File: config.mk
export PLATFORM = sky130hd
export DESIGN_NAME = fetch_queue
export DESIGN_NICKNAME = d
export VERILOG_FILES = /design/src/rtl/cpu_pkg.sv /design/src/rtl/sync_fifo.sv /design/src/rtl/fetch_queue.sv
export SDC_FILE = /design/constraint.sdc
export NUM_CORES = 1
export LEC_CHECK = 0
export CORE_MARGIN = 3
export CORE_UTILIZATION = 61
export CTS_BUF_LIST = sky130_fd_sc_hd__clkbuf_8
export CTS_CLUSTER_SIZE = 40
export DETAILED_ROUTE_END_ITERATION = 10
export GPL_TIMING_DRIVEN = 0
export PLACE_DENSITY = 0.92
export SYNTH_ARGS = -nofsm -noshare
export SYNTH_HDL_FRONTEND = slang
export SYNTH_HIERARCHICAL = 1
export SYNTH_SLANG_ARGS = --single-unit
File: constraint.sdc
create_clock -name clk -period 21.7 [get_ports clk]
set_input_delay 5.425 -clock clk [delete_from_list [all_inputs] [get_ports clk]]
set_output_delay 5.425 -clock clk [all_outputs]
set_load 0.02 [all_outputs]
File: src/rtl/cpu_pkg.sv
// ============================================================================
// Module   : cpu_pkg
// Purpose  : Shared CPU front-end types and constants.
// Revision : 1.0 - initial release
// ============================================================================
`default_nettype none

package cpu_pkg;

    localparam int XLEN = 32;
    localparam int ILEN = 32;

    localparam logic [XLEN-1:0] RESET_PC_DEFAULT = 32'h0000_0000;
    localparam logic [ILEN-1:0] NOP_INST         = 32'h0000_0013;

    typedef enum logic [2:0] {
        IDLE  = 3'd0,
        REQ   = 3'd1,
        WAIT  = 3'd2,
        HOLD  = 3'd3,
        DRAIN = 3'd4
    } fetch_state_t;

    function automatic logic [31:0] sat_add32(input logic [31:0] a, input logic [31:0] b);
        logic [32:0] sum;
        sum = {1'b0, a} + {1'b0, b};
        return sum[32] ? 32'hFFFF_FFFF : sum[31:0];
    endfunction

endpackage

`default_nettype wire

File: src/rtl/sync_fifo.sv
// ============================================================================
// Module   : sync_fifo
// Purpose  : Single-clock FIFO with flush; wrap-bit pointers give full/empty.
// Revision : 1.0 - initial release
// ============================================================================
`default_nettype none

module sync_fifo
    import cpu_pkg::*;
#(
    parameter int WIDTH = 2 * XLEN,
    parameter int DEPTH = 4
) (
    input  logic                     clk,
    input  logic                     rst,
    input  logic                     push,
    input  logic                     pop,
    input  logic                     flush,
    input  logic [WIDTH-1:0]         wdata,
    output logic [WIDTH-1:0]         rdata,
    output logic                     full,
    output logic                     empty,
    output logic [$clog2(DEPTH):0]   count
);

    localparam int c_AW = $clog2(DEPTH);

    logic [c_AW:0]      r_wr_ptr;
    logic [c_AW:0]      r_rd_ptr;
    logic [WIDTH-1:0]   r_mem [DEPTH];

    logic w_push;
    logic w_pop;

    // Flush wins over a same-cycle push so nothing stale survives a redirect.
    assign w_push = push & ~full & ~flush;
    assign w_pop  = pop & ~empty;

    always_ff @(posedge clk) begin
        if (rst || flush) begin
            r_wr_ptr <= '0;
            r_rd_ptr <= '0;
        end else begin
            if (w_push) r_wr_ptr <= r_wr_ptr + 1'b1;
            if (w_pop)  r_rd_ptr <= r_rd_ptr + 1'b1;
        end
    end

    always_ff @(posedge clk) begin
        if (w_push) r_mem[r_wr_ptr[c_AW-1:0]] <= wdata;
    end

    assign empty = (r_wr_ptr == r_rd_ptr);
    assign full  = (r_wr_ptr[c_AW] != r_rd_ptr[c_AW]) &&
                   (r_wr_ptr[c_AW-1:0] == r_rd_ptr[c_AW-1:0]);
    assign count = r_wr_ptr - r_rd_ptr;
    assign rdata = empty ? '0 : r_mem[r_rd_ptr[c_AW-1:0]];

endmodule

`default_nettype wire

File: src/rtl/fetch_queue.sv
// ============================================================================
// Module   : fetch_queue
// Purpose  : Sequential instruction fetch with one outstanding request, a
//            small instruction queue and redirect flush. Optional counters
//            enabled by defining FETCHQ_STATS_EN.
// Revision : 1.0 - initial release
// ============================================================================
`default_nettype none

module fetch_queue
    import cpu_pkg::*;
#(
    parameter int              DEPTH    = 4,
    parameter logic [XLEN-1:0] RESET_PC = RESET_PC_DEFAULT
) (
    input  logic            clk,
    input  logic            rst,
    output logic            imem_req,
    output logic [XLEN-1:0] imem_addr,
    input  logic            imem_ack,
    input  logic [ILEN-1:0] imem_rdata,
    input  logic            redirect,
    input  logic [XLEN-1:0] redirect_pc,
    output logic            inst_valid,
    input  logic            inst_ready,
    output logic [ILEN-1:0] inst,
    output logic [XLEN-1:0] inst_pc
`ifdef FETCHQ_STATS_EN
    ,
    output logic [31:0]     stat_fetched,
    output logic [31:0]     stat_flushed,
    output logic [31:0]     stat_full_cyc
`endif
);

    localparam int c_AW = $clog2(DEPTH);

    fetch_state_t       r_state;
    logic [XLEN-1:0]    r_fetch_pc;
    logic               r_req;

    logic               w_pop;
    logic               w_push;
    logic               w_full;
    logic               w_empty;
    logic [c_AW:0]      w_count;
    logic [c_AW+1:0]    w_count_after;
    logic               w_room;
    logic               w_outstanding;
    logic [XLEN-1:0]    w_target;
    logic [XLEN+ILEN-1:0] w_head;

    assign w_pop         = inst_valid & inst_ready;
    assign w_push        = (r_state == WAIT) & imem_ack & ~redirect & ~w_full;
    assign w_outstanding = (r_state == WAIT) || (r_state == DRAIN);
    assign w_target      = {redirect_pc[XLEN-1:2], 2'b00};

    // Occupancy after this cycle's push, net of a same-cycle pop.
    assign w_count_after = {1'b0, w_count} + (c_AW+2)'(1) - (c_AW+2)'(w_pop);
    assign w_room        = w_count_after < (c_AW+2)'(DEPTH);

    always_ff @(posedge clk) begin
        if (rst) begin
            r_state    <= IDLE;
            r_fetch_pc <= RESET_PC;
            r_req      <= 1'b0;
        end else if (redirect) begin
            r_fetch_pc <= w_target;
            // A request already in flight must have its ack swallowed first.
            if (w_outstanding && !imem_ack) begin
                r_state <= DRAIN;
                r_req   <= 1'b0;
            end else begin
                r_state <= REQ;
                r_req   <= 1'b1;
            end
        end else begin
            case (r_state)
                IDLE: begin
                    r_state <= REQ;
                    r_req   <= 1'b1;
                end
                REQ: begin
                    r_state <= WAIT;
                    r_req   <= 1'b0;
                end
                WAIT: begin
                    if (imem_ack) begin
                        r_fetch_pc <= r_fetch_pc + 32'd4;
                        if (w_room) begin
                            r_state <= REQ;
                            r_req   <= 1'b1;
                        end else begin
                            r_state <= HOLD;
                        end
                    end
                end
                HOLD: begin
                    if (w_pop) begin
                        r_state <= REQ;
                        r_req   <= 1'b1;
                    end
                end
                DRAIN: begin
                    if (imem_ack) begin
                        r_state <= REQ;
                        r_req   <= 1'b1;
                    end
                end
                default: begin
                    r_state <= IDLE;
                    r_req   <= 1'b0;
                end
            endcase
        end
    end

    // A redirect in REQ cancels that cycle's request so no stale ack follows.
    assign imem_req  = r_req & ~redirect;
    assign imem_addr = r_fetch_pc;

    sync_fifo #(
        .WIDTH (XLEN + ILEN),
        .DEPTH (DEPTH)
    ) u_fifo (
        .clk   (clk),
        .rst   (rst),
        .push  (w_push),
        .pop   (w_pop),
        .flush (redirect),
        .wdata ({r_fetch_pc, imem_rdata}),
        .rdata (w_head),
        .full  (w_full),
        .empty (w_empty),
        .count (w_count)
    );

    assign inst_valid = ~w_empty;
    assign inst_pc    = w_head[XLEN+ILEN-1:ILEN];
    assign inst       = w_head[ILEN-1:0];

`ifdef FETCHQ_STATS_EN
    logic [31:0]     r_stat_fetched;
    logic [31:0]     r_stat_flushed;
    logic [31:0]     r_stat_full_cyc;
    logic [c_AW+1:0] w_flush_entries;
    logic            w_discard;

    // Entries still queued after an honoured pop are the ones lost.
    assign w_flush_entries = redirect ? ({1'b0, w_count} - (c_AW+2)'(w_pop)) : '0;
    assign w_discard       = imem_ack & ((r_state == DRAIN) | ((r_state == WAIT) & redirect));

    always_ff @(posedge clk) begin
        if (rst) begin
            r_stat_fetched  <= '0;
            r_stat_flushed  <= '0;
            r_stat_full_cyc <= '0;
        end else begin
            r_stat_fetched  <= sat_add32(r_stat_fetched, 32'(w_push));
            r_stat_flushed  <= sat_add32(r_stat_flushed,
                                         32'(w_flush_entries) + 32'(w_discard));
            r_stat_full_cyc <= sat_add32(r_stat_full_cyc, 32'(r_state == HOLD));
        end
    end

    assign stat_fetched  = r_stat_fetched;
    assign stat_flushed  = r_stat_flushed;
    assign stat_full_cyc = r_stat_full_cyc;
`endif

endmodule

`default_nettype wire

After elaboration in Yosys (flattened, before gate mapping) --
Memory sizes are Yosys's and may differ from the RTL's. A register that Yosys moved wholly into a read port is not among the register bits. Index checks and enable logic that the tools add are counted.
Word-level totals: output and inout port bits 98, latch bits 0, logic and storage cells 71, memories kept 1, bits of input ports 69, bits in writable memories 256, bits in read-only memories 0, bits in registers 42
Cells by class: divide/modulo/power cells 0, magnitude comparators 1, equal/unequal tests 11, $add $sub $neg 6, $mul 0, reductions and logical operators 13, shift-type cells 0, bitwise logic cells 11, muxes and demuxes 22
Memories:
- u_fifo.r_mem | words 4, bits a word 64, read ports 1, clocked after memory_dff 1, write ports 1, line sync_fifo.sv:30 | logic [WIDTH-1:0] r_mem [DEPTH];
Operators by type and width (number):
- $mux 32 | 3
- $mux 64 | 1
- $add 32x3->32 const B | 1
- $mux 3 | 5
- $pmux 3 s5 | 1
- $ne 3x3->1 const B | 3
- $and 1x1->1 | 8
- $mux 1 | 8
- $add 3x1->3 const B | 2
- $eq 3x2->1 const B | 2
- $mux 2 | 3
- $add 3x1->4 const B | 1
- $lt 4x3->1 const B | 1
- $pmux 1 s4 | 1
- $reduce_and 2->1 | 2
- $reduce_and 4->1 | 1
- $reduce_bool 2->1 | 2
- $sub 4x1->4 | 1
- $eq 3x1->1 const B | 1
- $eq 3x3->1 | 1
- $eq 3x3->1 const B | 1
- $logic_not 3->1 | 1
- $ne 3x2->1 const B | 1
- $not 1->1 | 3
- other kinds (8) | 10

Logic depth before layout (Yosys ltp) --
Gate-level depths: netlist (run 1).
depth in word-level cells 9, gate-level depth with buffers 11, mapped depth without buffers 9

By module --
Netlist (run 1), hierarchy kept.
By module, submodules not included:
- sync_fifo | area an instance 10226.1 sq um, seq. area each 7847.5 sq um, times used 1, cells an instance 466
- fetch_queue | area an instance 2125.8 sq um, seq. area each 680.7 sq um, times used 1, cells an instance 262

Worst setup path after synthesis (run 1) --
OpenSTA, ideal clock, no wires.
path type input port to flip-flop, start point input redirect, end point memory u_fifo/r_mem[1][0] in the netlist's numbering (enable), cell stages on the path 5, data required time 21.122 ns, library setup time 0.578 ns, arrival time 11.071 ns, setup slack 10.051 ns, path through clkbuf_1 -> buf_1 -> nor3_1 -> o21ai_1 -> nor3b_1
Between the ends: longest elaborated chain between the ends 7
Ends and longest elaborated chain:
- start: declaration | line fetch_queue.sv:22 | input logic redirect,
- $not 1->1 | line fetch_queue.sv:54 | assign w_push = (r_state == WAIT) & imem_ack & ~redirect & ~w_full;
- $and 1x1->1 (2 in series) | line fetch_queue.sv:54
- named net w_push | line fetch_queue.sv:43 | logic w_push;
- $and 1x1->1 (2 in series) | line sync_fifo.sv:36 | assign w_push = push & ~full & ~flush;
- $mux 1 | line sync_fifo.sv:50 | if (w_push) r_mem[r_wr_ptr[c_AW-1:0]] <= wdata;
- $mux 1 (implied by the code) | line sync_fifo.sv:50
- end: declaration | line sync_fifo.sv:30
The timed path passes the listed nets, and every way through them passes these cells.

Worst setup path in the final report (run 1) --
start point input redirect, end point output imem_req
Between the ends: longest elaborated chain between the ends 2
Ends and longest elaborated chain:
- $not 1->1 | line fetch_queue.sv:119 | assign imem_req = r_req & ~redirect;
- $and 1x1->1 | line fetch_queue.sv:119
- end: declaration | line fetch_queue.sv:18 | output logic imem_req,
Every way passes these cells.

==> out/qor.yml, run 1 <==
final_layout_size_suffix_gt1_frac: 0.1825
drt-total-wl_microns: 27590
netlist.top_cell.by_area: "edfxtp_1"
clkTransAtPathRegs_ns: 0.07
gr-total-overflow: 0
setup_violations: 0
rsz0062_at_grt: "no"
firstDrtPassIters: 6
cts_tree: "yes"
nets: 1050
pwr-share-clk: 0.377
finalCritPeriodShare: 0.6074
ios: 167
cts_inserted_buffers: 46
wl_per_cell_microns: 21.68
p_seq_frac: 0.579
p_leak_uw: 0.005002
syn_area_per_cell_sq_um: 16.97
syn_area_sq_um: 12350
avgViaCountPerCell: 5.992
grt_first_pass_wirelength_microns: 42960
hold_buffers: 0
area_growth_syn_to_layout_pct: 25.29
ys.flop_type: "edfxtp_1"
grt_max_degree: 14
netlist_top_cells_area: "edfxtp_1, mux4_2, dfxtp_1"
place.gp.congestion: 0.9402
critPathTopFamily: "buffers and inverters"
cp_cell_sequence: "clkdlybuf4s50_1, clkbuf_1, buf_1, nor2b_1, clkdlybuf4s50_1"
fin_tns_setup_ns: 0
place_inst: 1189
critical_path.startpoint_type: "input pin"
final_common_cell: "edfxtp_1"
switching_share: 0.2171
end_kind: "primary output"
path_common_cell: "clkdlybuf4s50_1"
yosysWarningCount: 6
path_max_fanout: 10
slew-limit-headroom: 0.4182
drt_iter0_drc: 679
port-buffer-count: 162
peakVddDrop_mv: 0.04473
internal_power_uw: 864.1
cts_resized: 0
antenna_found_initial: 0
ys_ff_latch: 298
clock_latency_ns: 0.56
max_freq_ghz: 0.07587
synth-edff-count: 256
clock_sinks: 298
dieArea_sq_um: 21990
critPathKind: "input pin to primary output"
outcome: "finished clean"
cts_root_buf: "clkbuf_8"
finalNonFillerCells: 1273
synth.distinct_cells: 58
coreArea_sq_um: 19650
synth_cells: 728
worstMarginPinSlew_ns: 0.8688
drt.antenna.violating_nets: 0
p_comb_frac: 0.044
grt_pass1_vias: 7760
num_rows: 51
cp.required_ns: 16.27
slew_violations: 0
synth_top_area_frac: 0.6224
start_util: 0.6285
period_minus_slack_ns: 13.18
hold_class: "flop to flop"
path_buf_inv: 4
synthArstFlopShare: 0
route.vias.total: 7628
seq_area_frac_synth: 0.6904
cpPeakStageDelay_ns: 0.78
grt_util_all_layers: 0.2538
powerDensity_nw_per_um2: 71.32
switching_power_uw: 239.6
drc: 0
die_w_microns: 148.3
place_hpwl_microns: 18860
diodes: 0
worstPathArrival_ns: 7.76
chipHeight_microns: 148.3
clockBufferDepth: 3
layout_common_cells: "edfxtp_1, clkdlybuf4s50_1, nor2b_1"
fin_skew_ns: 0.02384
slowest_stage: "clkdlybuf4s50_1"
htree_levels: 2
postCtsSetupBuffers: 0
cap_violations: 0
hold_viol: 0
-- metrics by stage --
step / utilization / area (sq um) / setup WS [ns] / power [uW] / hold slack, ns
6_report: 0.7874 / 15480 / 8.520 / 1104 / 0.5269
5_1_grt: 0.7874 / 15480 / 8.416 / 1141 / 0.5437
4_1_cts: 0.7874 / 15480 / 8.539 / 1112 / 0.5232
3_5_place_dp: 0.7451 / 14640 / 8.536 / 697.9 / 0.4986
3_3_place_gp: 0.7296 / 14340 / 5.765 / 695.8 / 0.4933
2_1_floorplan: - / 12390 / 10.05 / 665.6 / 0.4721
-- per-layer routing --
metal | GRT usage | wire length (microns) | vias up
met5 | 0 | 0 | -
li1 | - | - | 3384
met1 | 0.3508 | 10740 | 3754
met3 | 0.04509 | 2237 | 78
met4 | 0.07898 | 781 | 0
met2 | 0.4216 | 13830 | 412
-- power groups by stage --
stage	sequential, uW	combinational [uW]	clock (uW)
2_1_floorplan	650	15.3	0
3_3_place_gp	649	46.5	0
3_5_place_dp	650	48.0	0
4_1_cts	638	48.4	425
5_1_grt	639	52.0	450
6_report	639	48.9	416
-- tightest hold or removal path, cell delays in order (launching register included) --
cell,delay (ns)
dfxtp_1,0.35
nand2_1,0.07
mux2i_1,0.06
-- flip-flops by register name (all words and copies together) (netlist names), named ones only --
signal	cells
u_fifo/r_rd_ptr	3
u_fifo/r_mem	256
r_req	1
r_state	3
imem_addr	30
u_fifo/r_wr_ptr	3
-- layout make-up --
type | instances | area (sq um)
Sequential cell | 298 | 8528
Fill cell | 1112 | 4178
Multi-Input combinational cell | 374 | 3541
Timing Repair Buffer | 187 | 1907
Clock buffer | 50 | 688.2
Tap cell | 265 | 331.6
Buffer | 44 | 257.7
Clock inverter | 34 | 143.9
Inverter | 21 | 78.83
-- cell usage after synthesis, types with 8 or more instances --
master / count
o31ai_1: 8
dfxtp_1: 42
nand3_1: 10
o21ai_0: 9
a311oi_1: 17
mux4_2: 64
nand2_1: 20
buf_2: 14
a211oi_1: 8
or4_1: 8
buf_6: 8
clkbuf_1: 17
or3_1: 9
nand4_1: 15
inv_1: 21
nor2b_1: 69
ha_1: 8
nor2_1: 29
edfxtp_1: 256
-- path summary, 6_finish.rpt --
check / from / endpoint / slack (ns) / cells past startpoint
worst max-delay path: redirect / imem_req / 8.52 / 5
worst min register to register: u_fifo/r_wr_ptr[0]$_SDFFE_PP0P_ / u_fifo/r_wr_ptr[0]$_SDFFE_PP0P_ / 0.53 / 2
worst max register to register: u_fifo/r_wr_ptr[0]$_SDFFE_PP0P_ / u_fifo/r_mem[2][28]$_DFFE_PP_ / 18.23 / 10
worst min-delay path: u_fifo/r_wr_ptr[0]$_SDFFE_PP0P_ / u_fifo/r_wr_ptr[0]$_SDFFE_PP0P_ / 0.53 / 2
-- cells by family after synthesis --
group,synth area share
other cells,0.0003036
compound gates,0.04335
flops,0.6904
simple gates,0.09967
buf+inv,0.02725
xor+xnor,0.007698
fa+ha+maj,0.009725
mux,0.1216
Power figures use the tool's default switching activity.
==> run 2: changes to the inputs <==
--- a/config.mk
+++ b/config.mk
@@ -6,12 +6,12 @@
 export NUM_CORES = 1
 export LEC_CHECK = 0
 export CORE_MARGIN = 3
-export CORE_UTILIZATION = 61
+export CORE_UTILIZATION = 57
 export CTS_BUF_LIST = sky130_fd_sc_hd__clkbuf_8
 export CTS_CLUSTER_SIZE = 40
 export DETAILED_ROUTE_END_ITERATION = 10
 export GPL_TIMING_DRIVEN = 0
-export PLACE_DENSITY = 0.92
+export PLACE_DENSITY = 0.87
 export SYNTH_ARGS = -nofsm -noshare
 export SYNTH_HDL_FRONTEND = slang
 export SYNTH_HIERARCHICAL = 1
==> constraint.sdc (replaced) <==
create_clock -name clk -period 13 [get_ports clk]
set_input_delay 3.25 -clock clk [delete_from_list [all_inputs] [get_ports clk]]
set_output_delay 3.25 -clock clk [all_outputs]
set_load 0.02 [all_outputs]
==> run 2 against run 1 <==
  * Setup slack lost 4.4 ns
  * Clock skew grew 0.0017 ns
  * Core utilization shrank 5.3 points
  * Hold slack gained 0.014 ns
  * Final cell count grew 0.79%
  * Via count shrank 0.52%
  * Sequential power grew 67%
  * Global-route usage shrank 2.2 points
  * Clock-buffer cell count grew 1
  * Critical path depth is the same
  * Largest cell class unchanged
  * Highest routed layer unchanged
==> out/qor.yml, run 2 (same netlist as run 1, synthesis figures left out) <==
chipHeight_microns: 153.2  # +3.3%
cts_tree: "yes"
place.gp.congestion: 0.9190  # -2.3%
cts_resized: 0  # unchanged
fin_area_sq_um: 15530  # +0.38%
switching_power_uw: 402.5  # +68%
end_kind: "primary output"
p_leak_uw: 0.005014  # +0.25%
clock_sinks: 298  # unchanged
ios: 167  # unchanged
critical_path.startpoint_type: "input pin"
port-buffer-count: 162  # unchanged
worstMarginPinSlew_ns: 0.7332  # -0.1356 ns
switching_share: 0.2173  # about the same
num_rows: 53  # +3.9%
layout_common_cells: "edfxtp_1, clkdlybuf4s50_1, nor2b_1"
avgViaCountPerCell: 5.914  # -1.3%
period_minus_slack_ns: 8.843
drt.antenna.violating_nets: 0  # unchanged
drc: 0  # unchanged
htree_levels: 2  # unchanged
powerDensity_nw_per_um2: 119.2  # +67%
slew-limit-headroom: 0.5079  # +0.08968
drt-total-wl_microns: 26970  # -2.3%
pwr-share-clk: 0.381  # +0.004
fin_skew_ns: 0.02552  # +0.001685 ns
critPathKind: "input pin to primary output"
slew_violations: 0  # unchanged
p_comb_frac: 0.044  # about the same
grt_pass1_vias: 7750  # -0.13%
grt_first_pass_wirelength_microns: 42810  # -0.34%
finalCritPeriodShare: 0.6803
cts_inserted_buffers: 47  # +2.2%
dieArea_sq_um: 23470  # +6.7%
grt_max_degree: 14  # unchanged
worst_hold_slack_ns: 0.5405  # +0.01365 ns
grt_util_all_layers: 0.2322  # -0.02162
power_uw: 1852  # +68%
p_seq_frac: 0.575  # -0.004
finalNonFillerCells: 1283  # +0.79%
rsz0062_at_grt: "no"
die_w_microns: 153.2  # +3.3%
hold_buffers: 0  # unchanged
antenna_found_initial: 0  # unchanged
area_growth_syn_to_layout_pct: 25.77
place_inst: 1201  # +1.0%
fillerInstances: 1300  # +17%
final_common_cell: "edfxtp_1"
peakVddDrop_mv: 0.08069  # +80%
hold_viol: 0  # unchanged
hold_class: "flop to flop"
final_layout_size_suffix_gt1_frac: 0.1925  # +0.009921
multiInputGateArea_sq_um: 3541  # unchanged
clock_latency_ns: 0.56  # about the same
clkTransAtPathRegs_ns: 0.06  # about the same
firstDrtPassIters: 5  # -1
place_hpwl_microns: 18800  # -0.27%
worstPathArrival_ns: 5.59  # -2.17 ns
drt_iter0_drc: 674  # -0.74%
place_area_sq_um: 14690  # +0.34%
clockBufferDepth: 3  # unchanged
outcome: "finished clean"
path_max_fanout: 10  # unchanged
cap_violations: 0  # unchanged
register_area_sq_um: 8528  # unchanged
diodes: 0  # unchanged
wl_per_cell_microns: 21.02  # -3.0%
postCtsSetupBuffers: 0  # unchanged
cp.required_ns: 9.75  # -6.52 ns
start_util: 0.5839  # -0.04457
nets: 1053  # +0.29%
cts_root_buf: "clkbuf_8"
coreArea_sq_um: 21150  # +7.6%
max_freq_ghz: 0.1131
internal_power_uw: 1450  # +68%
fin_tns_setup_ns: 0  # unchanged
route.vias.total: 7588  # -0.52%
setup_violations: 0  # unchanged
gr-total-overflow: 0  # unchanged
largest_register_ffs: 256  # unchanged
==> run 2: changes by cell type in the layout (fill, tap and decap cells not counted) <==
cell,delta
buf_8,+3
clkinv_2,+8
clkinvlp_4,-1
inv_1,-7
clkinv_1,-3
clkbuf_8,+1
buf_4,-1
==> run 2: worst paths after layout <==
check | startpoint | end | slack, ns | cells after the start
worst max-delay path | redirect | imem_req | 4.16 | 5
worst min-delay path | r_req$_SDFFE_PP0P_ | r_req$_SDFFE_PP0P_ | 0.54 | 2
worst max register to register | u_fifo/r_wr_ptr[0]$_SDFFE_PP0P_ | u_fifo/r_mem[1][26]$_DFFE_PP_ | 9.66 | 11
worst min register to register | r_req$_SDFFE_PP0P_ | r_req$_SDFFE_PP0P_ | 0.54 | 2
==> run 2: layout make-up <==
type / count / area share
plain buffers: 44 / 0.01659
clock buffers: 51 / 0.04518
clock inverters: 31 / 0.008940
inverters: 21 / 0.005074
multi-input cells: 374 / 0.2279
flip-flops and latches: 298 / 0.5490
well taps: 275 / 0.02215
repair buffers: 189 / 0.1252
==> run 2: layer usage <==
| layer | up-vias | track usage | part of all wire |
|---|---|---|---|
| met3 | 56 | 0.04926 | 0.080 |
| met5 | - | 0 | 0 |
| met1 | 3744 | 0.3230 | 0.41 |
| met4 | 0 | 0.06831 | 0.022 |
| met2 | 392 | 0.3775 | 0.49 |
| li1 | 3396 | - | - |
==> run 2: metrics by stage <==
| stage | utilization | worst slack, ns |
|---|---|---|
| after floorplan | - | 3.526 |
| after global placement | 0.6784 | -0.7759 |
| after detailed placement | 0.6946 | 4.213 |
| after CTS | 0.7344 | 4.195 |
| after global routing | 0.7344 | 4.016 |
| final | 0.7344 | 4.157 |
==> run 2: power by group through the flow <==
stage | combinational (uW) | clock, uW | sequential [uW]
floorplan | 25.6 | 0 | 1090
global placement | 77.9 | 0 | 1080
detailed placement | 80.4 | 0 | 1080
CTS | 80.9 | 722 | 1060
global route | 87.0 | 770 | 1070
finish | 81.3 | 705 | 1070
==> run 2: critical path, cell delays in order <==
cell	delay [ns]
clkdlybuf4s50_1	0.77
clkbuf_1	0.41
buf_1	0.48
nor2b_1	0.11
clkdlybuf4s50_1	0.57
